===== src/rtl/pipe_mem_arbiter.sv =====
// pipe_mem_arbiter: shares one single-ported memory between the IF and DM
// pipeline stages. DM has fixed priority. A starvation limiter forces IF
// through after STARVE_LIM consecutive denied cycles. Read data is routed
// back to its owner LAT cycles after the grant, and the per-stage stalls are
// produced here.
// Optional feature: define ARB_PERF_CNT_EN to enable the conflict_cnt
// performance counter. When it is undefined, conflict_cnt is tied to zero.
module pipe_mem_arbiter #(
  parameter int AW         = 8,
  parameter int DW         = 8,
  parameter int LAT        = 1,
  parameter int STARVE_LIM = 3
) (
  input  logic          clk,
  input  logic          reset,
  input  logic          if_req,
  input  logic [AW-1:0] if_addr,
  output logic          if_gnt,
  output logic [DW-1:0] if_rdata,
  output logic          if_rvalid,
  input  logic          dm_req,
  input  logic          dm_we,
  input  logic [AW-1:0] dm_addr,
  input  logic [DW-1:0] dm_wdata,
  output logic          dm_gnt,
  output logic [DW-1:0] dm_rdata,
  output logic          dm_rvalid,
  output logic          mem_en,
  output logic          mem_we,
  output logic [AW-1:0] mem_addr,
  output logic [DW-1:0] mem_wdata,
  input  logic [DW-1:0] mem_rdata,
  output logic          stall_if,
  output logic          stall_mem,
  output logic [15:0]   conflict_cnt
);

  localparam int SW = (STARVE_LIM < 1) ? 1 : $clog2(STARVE_LIM + 1);
  localparam logic OWN_IF = 1'b0;
  localparam logic OWN_DM = 1'b1;

  logic [SW-1:0]  starve_cnt;
  logic           force_if;
  logic [LAT-1:0] tag_valid;
  logic [LAT-1:0] tag_owner;
  logic [DW-1:0]  if_rdata_q;
  logic [DW-1:0]  dm_rdata_q;
  logic           ret_if;
  logic           ret_dm;

  // IF wins outright once it has been denied STARVE_LIM cycles in a row
  always_comb begin
    force_if = (STARVE_LIM != 0) && (starve_cnt == SW'(STARVE_LIM));
  end

  // Grant selection: DM priority unless IF is being forced; nothing granted in reset
  always_comb begin
    if_gnt = 1'b0;
    dm_gnt = 1'b0;
    if (!reset) begin
      if (force_if && if_req) begin
        if_gnt = 1'b1;
      end else begin
        dm_gnt = dm_req;
        if_gnt = if_req & ~dm_req;
      end
    end
  end

  // Stalls seen by the hazard logic
  always_comb begin
    stall_if  = ~reset & if_req & ~if_gnt;
    stall_mem = ~reset & dm_req & ~dm_gnt;
  end

  // Memory port driven from the granted requester, zero when idle
  always_comb begin
    mem_en    = if_gnt | dm_gnt;
    mem_we    = dm_gnt & dm_we;
    mem_addr  = '0;
    mem_wdata = '0;
    if (dm_gnt) begin
      mem_addr  = dm_addr;
      mem_wdata = dm_wdata;
    end else if (if_gnt) begin
      mem_addr = if_addr;
    end
  end

  // Count consecutive denied IF cycles, saturating at the limit
  always_ff @(posedge clk) begin
    if (reset) begin
      starve_cnt <= '0;
    end else if (if_gnt || !if_req) begin
      starve_cnt <= '0;
    end else if (STARVE_LIM != 0 && starve_cnt != SW'(STARVE_LIM)) begin
      starve_cnt <= starve_cnt + 1'b1;
    end
  end

  // Read-return tag pipeline; writes insert an empty slot
  always_ff @(posedge clk) begin
    if (reset) begin
      tag_valid <= '0;
      tag_owner <= '0;
    end else begin
      tag_valid[0] <= if_gnt | (dm_gnt & ~dm_we);
      tag_owner[0] <= dm_gnt ? OWN_DM : OWN_IF;
      for (int i = 1; i < LAT; i++) begin
        tag_valid[i] <= tag_valid[i-1];
        tag_owner[i] <= tag_owner[i-1];
      end
    end
  end

  // Returning read at the last stage; suppressed while reset is high so
  // reads in flight at reset never report
  always_comb begin
    ret_if    = ~reset & tag_valid[LAT-1] & (tag_owner[LAT-1] == OWN_IF);
    ret_dm    = ~reset & tag_valid[LAT-1] & (tag_owner[LAT-1] == OWN_DM);
    if_rvalid = ret_if;
    dm_rvalid = ret_dm;
    if_rdata  = ret_if ? mem_rdata : if_rdata_q;
    dm_rdata  = ret_dm ? mem_rdata : dm_rdata_q;
  end

  // Each owner keeps its last returned data between returns
  always_ff @(posedge clk) begin
    if (reset) begin
      if_rdata_q <= '0;
      dm_rdata_q <= '0;
    end else begin
      if (ret_if) if_rdata_q <= mem_rdata;
      if (ret_dm) dm_rdata_q <= mem_rdata;
    end
  end

`ifdef ARB_PERF_CNT_EN
  logic [15:0] conflict_q;

  // Saturating count of cycles where both stages want the memory
  always_ff @(posedge clk) begin
    if (reset) begin
      conflict_q <= '0;
    end else if (if_req && dm_req && conflict_q != 16'hFFFF) begin
      conflict_q <= conflict_q + 16'd1;
    end
  end

  assign conflict_cnt = conflict_q;
`else
  assign conflict_cnt = 16'h0000;
`endif

endmodule

===== config.mk =====
export PLATFORM = sky130hd
export DESIGN_NAME = pipe_mem_arbiter
export DESIGN_NICKNAME = d
export VERILOG_FILES = /design/src/rtl/pipe_mem_arbiter.sv
export SDC_FILE = /design/constraint.sdc
export NUM_CORES = 1
export LEC_CHECK = 0
export BUFFER_PORTS_ARGS = -buffer_cell sky130_fd_sc_hd__buf_2
export CORE_UTILIZATION = 45
export CTS_BUF_LIST = sky130_fd_sc_hd__clkbuf_8
export CTS_CLUSTER_SIZE = 30
export DETAILED_ROUTE_END_ITERATION = 8
export PLACE_DENSITY = 0.85
export SYNTH_ARGS = -nofsm -noshare
export SYNTH_HDL_FRONTEND = slang
export SYNTH_SLANG_ARGS = --single-unit

===== constraint.sdc =====
create_clock -name clk -period 3.12 [get_ports clk]
set_input_delay 0.624 -clock clk [delete_from_list [all_inputs] [get_ports clk]]
set_output_delay 0.624 -clock clk [all_outputs]
set_load 0.03 [all_outputs]

* Yosys cells after proc, flatten, opt, wreduce, memory -nomap -nowiden *
Index checks and enable logic that the tools add are counted.
W data, S select, Z words.

storage, ports and cells
  word-level logic and storage cells = 40
  memories kept = 0
  input bits = 37
  memory bits (writable) = 0
  bits in read-only memories = 0
  latch bits = 0
  flip-flop bits (word level) = 20
  output and inout port bits = 56

cells by class
  multiplexer cells = 10
  add/subtract/negate cells = 1
  bitwise operators = 18
  reductions and logical operators = 4
  equality and inequality tests = 2
  order comparisons = 0
  shifts and indexed selects = 0
  multiply operators = 0
  divide/modulo/power cells = 0

operator list
  cell                   number
  $mux W8                5
  $and A1 B1 Y1          10
  $not A1 Y1             6
  $mux W1                5
  $add A2 B1 Y2 const B  1
  $eq A2 B2 Y1 const B   1
  $ne A2 B2 Y1 const B   1
  $or A1 B1 Y1           2
  $reduce_or A2 Y1       1
  $logic_and A1 B1 Y1    1
  $logic_not A1 Y1       1
  $logic_or A1 B1 Y1     1

* Logic depth before layout (Yosys ltp) *
Gate-level depths: netlist of run 1.

  depth in word-level cells = 6
  mapped depth = 6
  gate-level depth less buffers = 4

* Least setup slack after synthesis of run 1 *
OpenSTA, ideal clock, no wires.

  path kind = input port to output port
  start point = input port reset
  end point = output port mem_wdata[0]
  arrival time = 1.566 ns
  data required time = 2.496 ns
  cell stages on the path = 3
  slack = 0.930 ns
  buffers on the path = 0
  cells stage by stage = nand2b_1 -> a21oi_2 -> and2_1

between the ends
  cells in the longest elaborated chain, start to end = 2

ends and longest elaborated chain
  element             RTL line  RTL
  start: declaration  15        input logic reset,
  $mux W1             60        if (!reset) begin
  named net dm_gnt    25        output logic dm_gnt,
  $mux W8             82        if (dm_gnt) begin
  end: declaration    31        output logic [DW-1:0] mem_wdata,

The timed path passes the listed nets, and every way through them passes these cells.

* Final worst setup path of run 1 *
  start point = input port reset
  end point = output port mem_wdata[3]

between the ends
  cells in the longest elaborated chain, start to end = 2

ends and longest elaborated chain
  element  RTL line
  $mux W1  60
  $mux W8  82

No other way between the ends.

==> key figures, run 1 <==
Clocking
  • Max H-tree Level: 1
  • Clk pin slew, worst setup/hold paths: about 60 ps
  • Number of buffers inserted by hold repair at cts: 0
  • Clock root buffer: sky130_fd_sc_hd__clkbuf_8
  • Buffers inserted during post-CTS setup optimization: 0
  • Insertion delay to the later sink of the worst-skew pair: around 250 ps
  • CTS tree: yes
  • Post-cts resize count: 0
  • Number of buffers created by CTS: 3
  • Worst-case clock buffer depth: 2
  • Count of clock tree sinks: 20

GRT
  • Antenna violations before repair: 0
  • Vias in the first global route: 1093
  • Wire length of the first global-routing pass: about 4700 um
  • Overall overflow remaining after global route: 0
  • Maximum number of pins on one net before global-route repair: 20
  • Aggregate global-route resource usage: about a fifth

Worst setup path
  • Buffering stage count on the worst path with inverters included: 3
  • Category of the worst setup path capture point: output pin
  • Worst endpoint required time: between 2000 and 3000 ps
  • WS Path Type: input pin to output pin
  • Max stage delay cell, worst path: sky130_fd_sc_hd__a21oi_2
  • Cells along the critical path: buf_2 > buf_4 > nand2b_1 > a21oi_2 > and2_1 > buf_2
  • CP max FO: 19
  • Highest cell delay on the worst timing path: between 200 and 300 ps
  • Cell occurring most often along the worst timing path: sky130_fd_sc_hd__buf_2
  • Worst path arrival time: roughly 1900 ps
  • Crit path max-delay family: buffers and inverters
  • Crit path launch type: input pin

Routing
  • Detailed-route wire length: approximately 2900 um
  • Count of antenna-violating nets left after detailed routing: 0
  • Starting DRC count in detailed routing: 18
  • Number of detailed-routing iterations run before antenna repair: 4
  • Detailed-route vias per instance: between 4 and 5
  • DRC violations left: 0
  • Average routed wire per standard cell: 11.2 um
  • Total number of vias: 1298

Yosys
  • Flops & latches, synth: 20
  • Dominant combinational cell family by area after synthesis: simple AND/OR/NAND/NOR gates
  • Synth Area in XOR/XNOR: 0%
  • Complex-gate fraction of the synthesized area: about 14%
  • Average instance area after synthesis: between 7 and 8 um2
  • Multiplexer share of the synthesized area: ~14%
  • Number of cells produced by synthesis: between 150 and 200
  • Netlist area before placement: roughly 1300 um2
  • Share of synthesized cell area in full adder, half adder and majority cells: less than 1%
  • Warning count from the yosys run: 0
  • Yosys cell types: 24
  • Post-synthesis simple-gate area fraction: 25.0%
  • Sequential cell area fraction in the yosys report: between 30% and 40%

Die
  • Die Wd: 55.5 um
  • Total core area: ~2700 um2
  • Die Span Y: roughly 55 um
  • Initial standard-cell utilization of the core: 47.1%
  • Die area: 3080 um2
  • Ports: between 90 and 100
  • Standard-cell row count: 19

Placed design
  • Port Buf Inserts: 76
  • Placed wire-length estimate after detailed placement: about 2300 um
  • Pre-CTS setup slack: ~630 ps
  • Placer Congestion: about 0.75

Pwr
  • Clock network power share: 26.3%
  • Psw: approximately 0.00021 W
  • Worst IR drop on VDD: 0.000288 V
  • Power Density: approximately 380 nW/um2
  • Switching power as a share of total power: between 30% and 40%
  • Static leakage: approximately 0.9 nW
  • Internal: around 0.00041 W
  • Power share of the combinational group: about 30%
  • Fraction of power consumed by sequential logic: between 40% and 50%

Finish
  • Diodes inserted: 0
  • Fraction of final layout cells sized beyond drive strength 1: between 40 and 50%
  • Nets: 271
  • Fillcell total: around 260
  • Synth-to-layout area growth: 28.1%

STA
  • Number of failing hold endpoints at the final stage: 0
  • Final period util: between 70% and 80%
  • Final worst path period need: between 2000 and 2500 ps
  • Maximum clock frequency: approximately 0.40 GHz
  • Setup Skew: ~3.2 ps
  • Final Worst Setup Slack: ~640 ps
  • Final max-slew violation count: 0
  • Fin Hold WS: 435 ps
  • Setup repair after global routing missed its margin: false
  • Final sum of negative setup slack: 0 ps
  • Final setup violating endpoints: 0

Min path
  • Worst Hold Class: flip-flop to flip-flop

Run status
  • Run status: finished clean

Job
  • # Max-Cap Violations: 0
cell usage after synthesis, drive strengths merged:
| cell | count | area [um2] |
|---|---|---|
| a21boi | 1 | 11.3 |
| ha | 1 | 12.5 |
| buf | 22 | 158 |
| nor2 | 13 | 48.8 |
| a21oi | 19 | 98.9 |
| and2b | 1 | 7.51 |
| and2 | 10 | 62.6 |
| nand3b | 2 | 27.5 |
| a32oi | 8 | 70.1 |
| nand2 | 26 | 97.6 |
| nor3b | 1 | 7.51 |
| nor3 | 1 | 5.00 |
| dfxtp | 20 | 400 |
| inv | 2 | 7.51 |
| conb | 1 | 3.75 |
| mux2 | 16 | 184 |
| clkbuf | 5 | 20.0 |
| nand2b | 4 | 25.0 |
| nand3 | 8 | 40.0 |
sequential cells by signal, indices dropped and copies added, names as in the netlist:
register / flops
dm_rdata_q: 8
tag_owner: 1
tag_valid: 1
starve_cnt: 2
if_rdata_q: 8
per-layer routing:
metal  routed length [um]  vias to the layer above  global-route usage [%]
li1                     -                      653                       -
met1                 1170                      575                    21.7
met2                 1480                       65                    33.7
met3                  236                        5                    3.04
met4                   42                        0                    7.50
met5                    0                        -                       0
placed cells by master (no fill, tap or decap), drive strengths merged:
master and n:
a21oi 19, a32oi 8, nand3b 2, nand2b 4
nand2 26, dfxtp 20, and2 10, nand3 8
conb 16, nor2 13, a21boi 1, nor3 1
mux2 16, clkbuf 3, nor3b 1, inv 2
and2b 1, ha 1, buf 79
area by class of cell:
cell class                      count  area, um2  area share [%]
Sequential cell                    20        400            24.3
Multi-Input combinational cell    127        758            46.0
Timing Repair Buffer               79        403            24.4
Tap cell                           31       38.8            2.35
Clock buffer                        3       41.3            2.50
Inverter                            2       7.51           0.455
logic make-up (layout without fill, tap and decap cells):
kind of cell | count (synthesis) | count (layout)
adder cells (fa/ha/maj) | 1 | 1
AO/OA/AOI/OAI | 28 | 28
multiplexers | 16 | 16
other | 1 | 16
AND/OR/NAND/NOR | 66 | 66
buffers and inverters | 29 | 84
flip-flops | 20 | 20
worst paths after layout:
kind / depth (start not counted) / slack, ps / end / startpoint
worst max-delay path: 6 / 640 / mem_wdata[3] / reset
worst min-delay path: 1 / 430 / starve_cnt[0]$_SDFFE_PP0P_ / starve_cnt[0]$_SDFFE_PP0P_
worst max register to register: 4 / 1850 / tag_valid$_SDFF_PP0_ / starve_cnt[0]$_SDFFE_PP0P_
worst min register to register: 1 / 430 / starve_cnt[0]$_SDFFE_PP0P_ / starve_cnt[0]$_SDFFE_PP0P_
power by group through the flow:
stage                     Sequential [W]  Clock [W]  Combinational [W]
after CTS                       0.000271   0.000164           0.000186
after global placement          0.000276          0           0.000183
after floorplan                 0.000273          0           0.000148
after detailed placement        0.000276          0           0.000186
final                           0.000270   0.000163           0.000186
after global routing            0.000272   0.000176           0.000199
metrics by stage:
| stage | instances | power (W) | cell area (um2) | util, % |
|---|---|---|---|---|
| 2_1_floorplan | 176 | 0.000421 | 1340 | - |
| 3_3_place_gp | 259 | 0.000459 | 1610 | 58.8 |
| 3_5_place_dp | 259 | 0.000462 | 1610 | 58.8 |
| 4_1_cts | 262 | 0.000621 | 1650 | 60.3 |
| 5_1_grt | 262 | 0.000647 | 1650 | 60.3 |
| 6_report | 262 | 0.000619 | 1650 | 60.3 |
Power figures use the tool's default switching activity.
==> run 2: changes to the inputs <==
--- a/config.mk
+++ b/config.mk
@@ -6,11 +6,11 @@
 export NUM_CORES = 1
 export LEC_CHECK = 0
 export BUFFER_PORTS_ARGS = -buffer_cell sky130_fd_sc_hd__buf_2
-export CORE_UTILIZATION = 45
+export CORE_UTILIZATION = 42
 export CTS_BUF_LIST = sky130_fd_sc_hd__clkbuf_8
 export CTS_CLUSTER_SIZE = 30
 export DETAILED_ROUTE_END_ITERATION = 8
-export PLACE_DENSITY = 0.85
+export PLACE_DENSITY = 0.8
 export SYNTH_ARGS = -nofsm -noshare
 export SYNTH_HDL_FRONTEND = slang
 export SYNTH_SLANG_ARGS = --single-unit
==> constraint.sdc (replaced) <==
create_clock -name clk -period 2.34 [get_ports clk]
set_input_delay 0.468 -clock clk [delete_from_list [all_inputs] [get_ports clk]]
set_output_delay 0.468 -clock clk [all_outputs]
set_load 0.03 [all_outputs]
==> run 2 against run 1 <==
  * The run now ends with DRC left
  * Via count grew 1.2%
  * Die area grew 6.9%
  * Critical path depth shrank 2
  * Utilization shrank 0.70 points
  * Clock skew grew 9.4 ps
  * Largest power group unchanged
==> key figures, run 2 (synthesized netlist as in run 1, its figures left out) <==
GRT
  • Vias in the first global route: between 1000 and 1500
  • Aggregate global-route resource usage: between 10% and 20%
  • Wire length of the first global-routing pass: roughly 4700 um
  • Maximum number of pins on one net before global-route repair: 17
  • Overall overflow remaining after global route: 0
  • Antenna violations before repair: 0

Die
  • Total core area: approximately 2800 um2
  • Die Span Y: between 50 and 60 um
  • Die Wd: ~57 um
  • Standard-cell row count: 19
  • Die area: 3290 um2
  • Initial standard-cell utilization of the core: a little under half
  • Ports: 93

Min path
  • Worst Hold Class: flip-flop to flip-flop

Clocking
  • Clk pin slew, worst setup/hold paths: around 70 ps
  • Number of buffers inserted by hold repair at cts: 0
  • Max H-tree Level: 1
  • Insertion delay to the later sink of the worst-skew pair: around 260 ps
  • Buffers inserted during post-CTS setup optimization: 0
  • Worst-case clock buffer depth: 2
  • Clock root buffer: sky130_fd_sc_hd__clkbuf_8
  • Number of buffers created by CTS: 3
  • Count of clock tree sinks: 20
  • CTS tree: yes
  • Post-cts resize count: 0

Worst setup path
  • Worst endpoint required time: about 1900 ps
  • Crit path launch type: flip-flop
  • Category of the worst setup path capture point: output pin
  • Worst path arrival time: roughly 1700 ps
  • CP max FO: 13
  • WS Path Type: flip-flop to output pin

STA
  • Final setup violating endpoints: 0
  • Setup Skew: 12.6 ps
  • Worst-Margin Slew: 522 ps
  • Final sum of negative setup slack: 0 ps
  • Final max-slew violation count: 0
  • Setup repair after global routing missed its margin: false
  • Number of failing hold endpoints at the final stage: 0
  • Final worst path period need: ~2200 ps
  • Maximum clock frequency: 0.452 GHz
  • Final period util: 94.4%
  • Relative slew slack: between 60% and 70%

Finish
  • Total non-filler cell area in the finished layout: around 1700 um2
  • Diodes inserted: 0
  • Fillcell total: ~270
  • Fraction of final layout cells sized beyond drive strength 1: between 40% and 50%
  • Largest regs: dm_rdata_q x8, if_rdata_q x8, starve_cnt x2
  • Most common library cell in the layout ignoring fill and taps: sky130_fd_sc_hd__buf_2
  • Most frequent cells in the layout: 76 x sky130_fd_sc_hd__buf_2, 26 x sky130_fd_sc_hd__nand2_1, 20 x sky130_fd_sc_hd__dfxtp_1
  • Synth-to-layout area growth: 31.0%
  • Nets: ~270
  • Footprint of the flip-flops and latches: 400 um2
  • Multi-input logic area: 758 um2

Routing
  • Average routed wire per standard cell: roughly 11 um
  • Total number of vias: 1314
  • DRC violations left: 5
  • Detailed-route vias per instance: around 5.0
  • Detailed-route wire length: about 3000 um
  • Number of detailed-routing iterations run before antenna repair: 8
  • Starting DRC count in detailed routing: just over 60
  • Count of antenna-violating nets left after detailed routing: 0

Run status
  • Violated checks: DRC
  • Run status: finished with violations

Pwr
  • Power Density: around 570 nW/um2
  • Static leakage: ~0.90 nW
  • Worst IR drop on VDD: roughly 0.00024 V

Job
  • # Max-Cap Violations: 0

Placed design
  • Port Buf Inserts: 76
  • Post-placement cell area: about 1600 um2
  • Placer Congestion: approximately 0.76
  • Placed wire-length estimate after detailed placement: roughly 2200 um
run 2: final cells by class:
class	instances	share of cell area, %
well taps	31	2.30
inverters	2	0.445
repair buffers	80	24.3
flip-flops and latches	20	23.7
clock inverters	1	1.78
multi-input cells	127	45.0
clock buffers	3	2.45
run 2: power by group:
part / total [W] / switching, W / internal (W)
clock: 0.000347 / 0.000118 / 0.000228
combinational: 0.000249 / 0.000169 / 0.0000798
sequential: 0.000361 / 0.00000882 / 0.000352
total: 0.000956 / 0.000296 / 0.000660
run 2: final timing paths:
path | start | end | slack (ps) | cells after the start
worst max-delay path | tag_owner$_SDFF_PP0_ | if_rdata[0] | 130 | 4
worst min-delay path | starve_cnt[0]$_SDFFE_PP0P_ | starve_cnt[0]$_SDFFE_PP0P_ | 450 | 1
worst max register to register | tag_owner$_SDFF_PP0_ | if_rdata_q[5]$_SDFF_PP0_ | 1030 | 3
worst min register to register | starve_cnt[0]$_SDFFE_PP0P_ | starve_cnt[0]$_SDFFE_PP0P_ | 450 | 1
run 2: worst max-delay path, cell delays in order, from the launching register on:
cell and delay, ps:
sky130_fd_sc_hd__dfxtp_1 470, sky130_fd_sc_hd__nor3b_1 260, sky130_fd_sc_hd__buf_4 220, sky130_fd_sc_hd__mux2_2 350, sky130_fd_sc_hd__buf_2 180
run 2: stage by stage:
stage	instances	power (W)	hold WS (ps)	utilization (%)	worst slack [ps]
finish	264	0.000956	448	59.6	130
floorplan	176	0.000561	408	-	414
CTS	264	0.000955	448	59.6	117
global placement	260	0.000614	419	57.1	343
global route	264	0.000988	465	59.6	1.10
detailed placement	260	0.000616	429	57.1	312
run 2: layer usage:
metal	track usage (%)	vias to the layer above	part of all wire, %
met2	30.9	70	49
met4	7.32	0	0.53
met5	0	-	0
met3	2.95	2	7.2
met1	22.5	584	43
li1	-	658	-
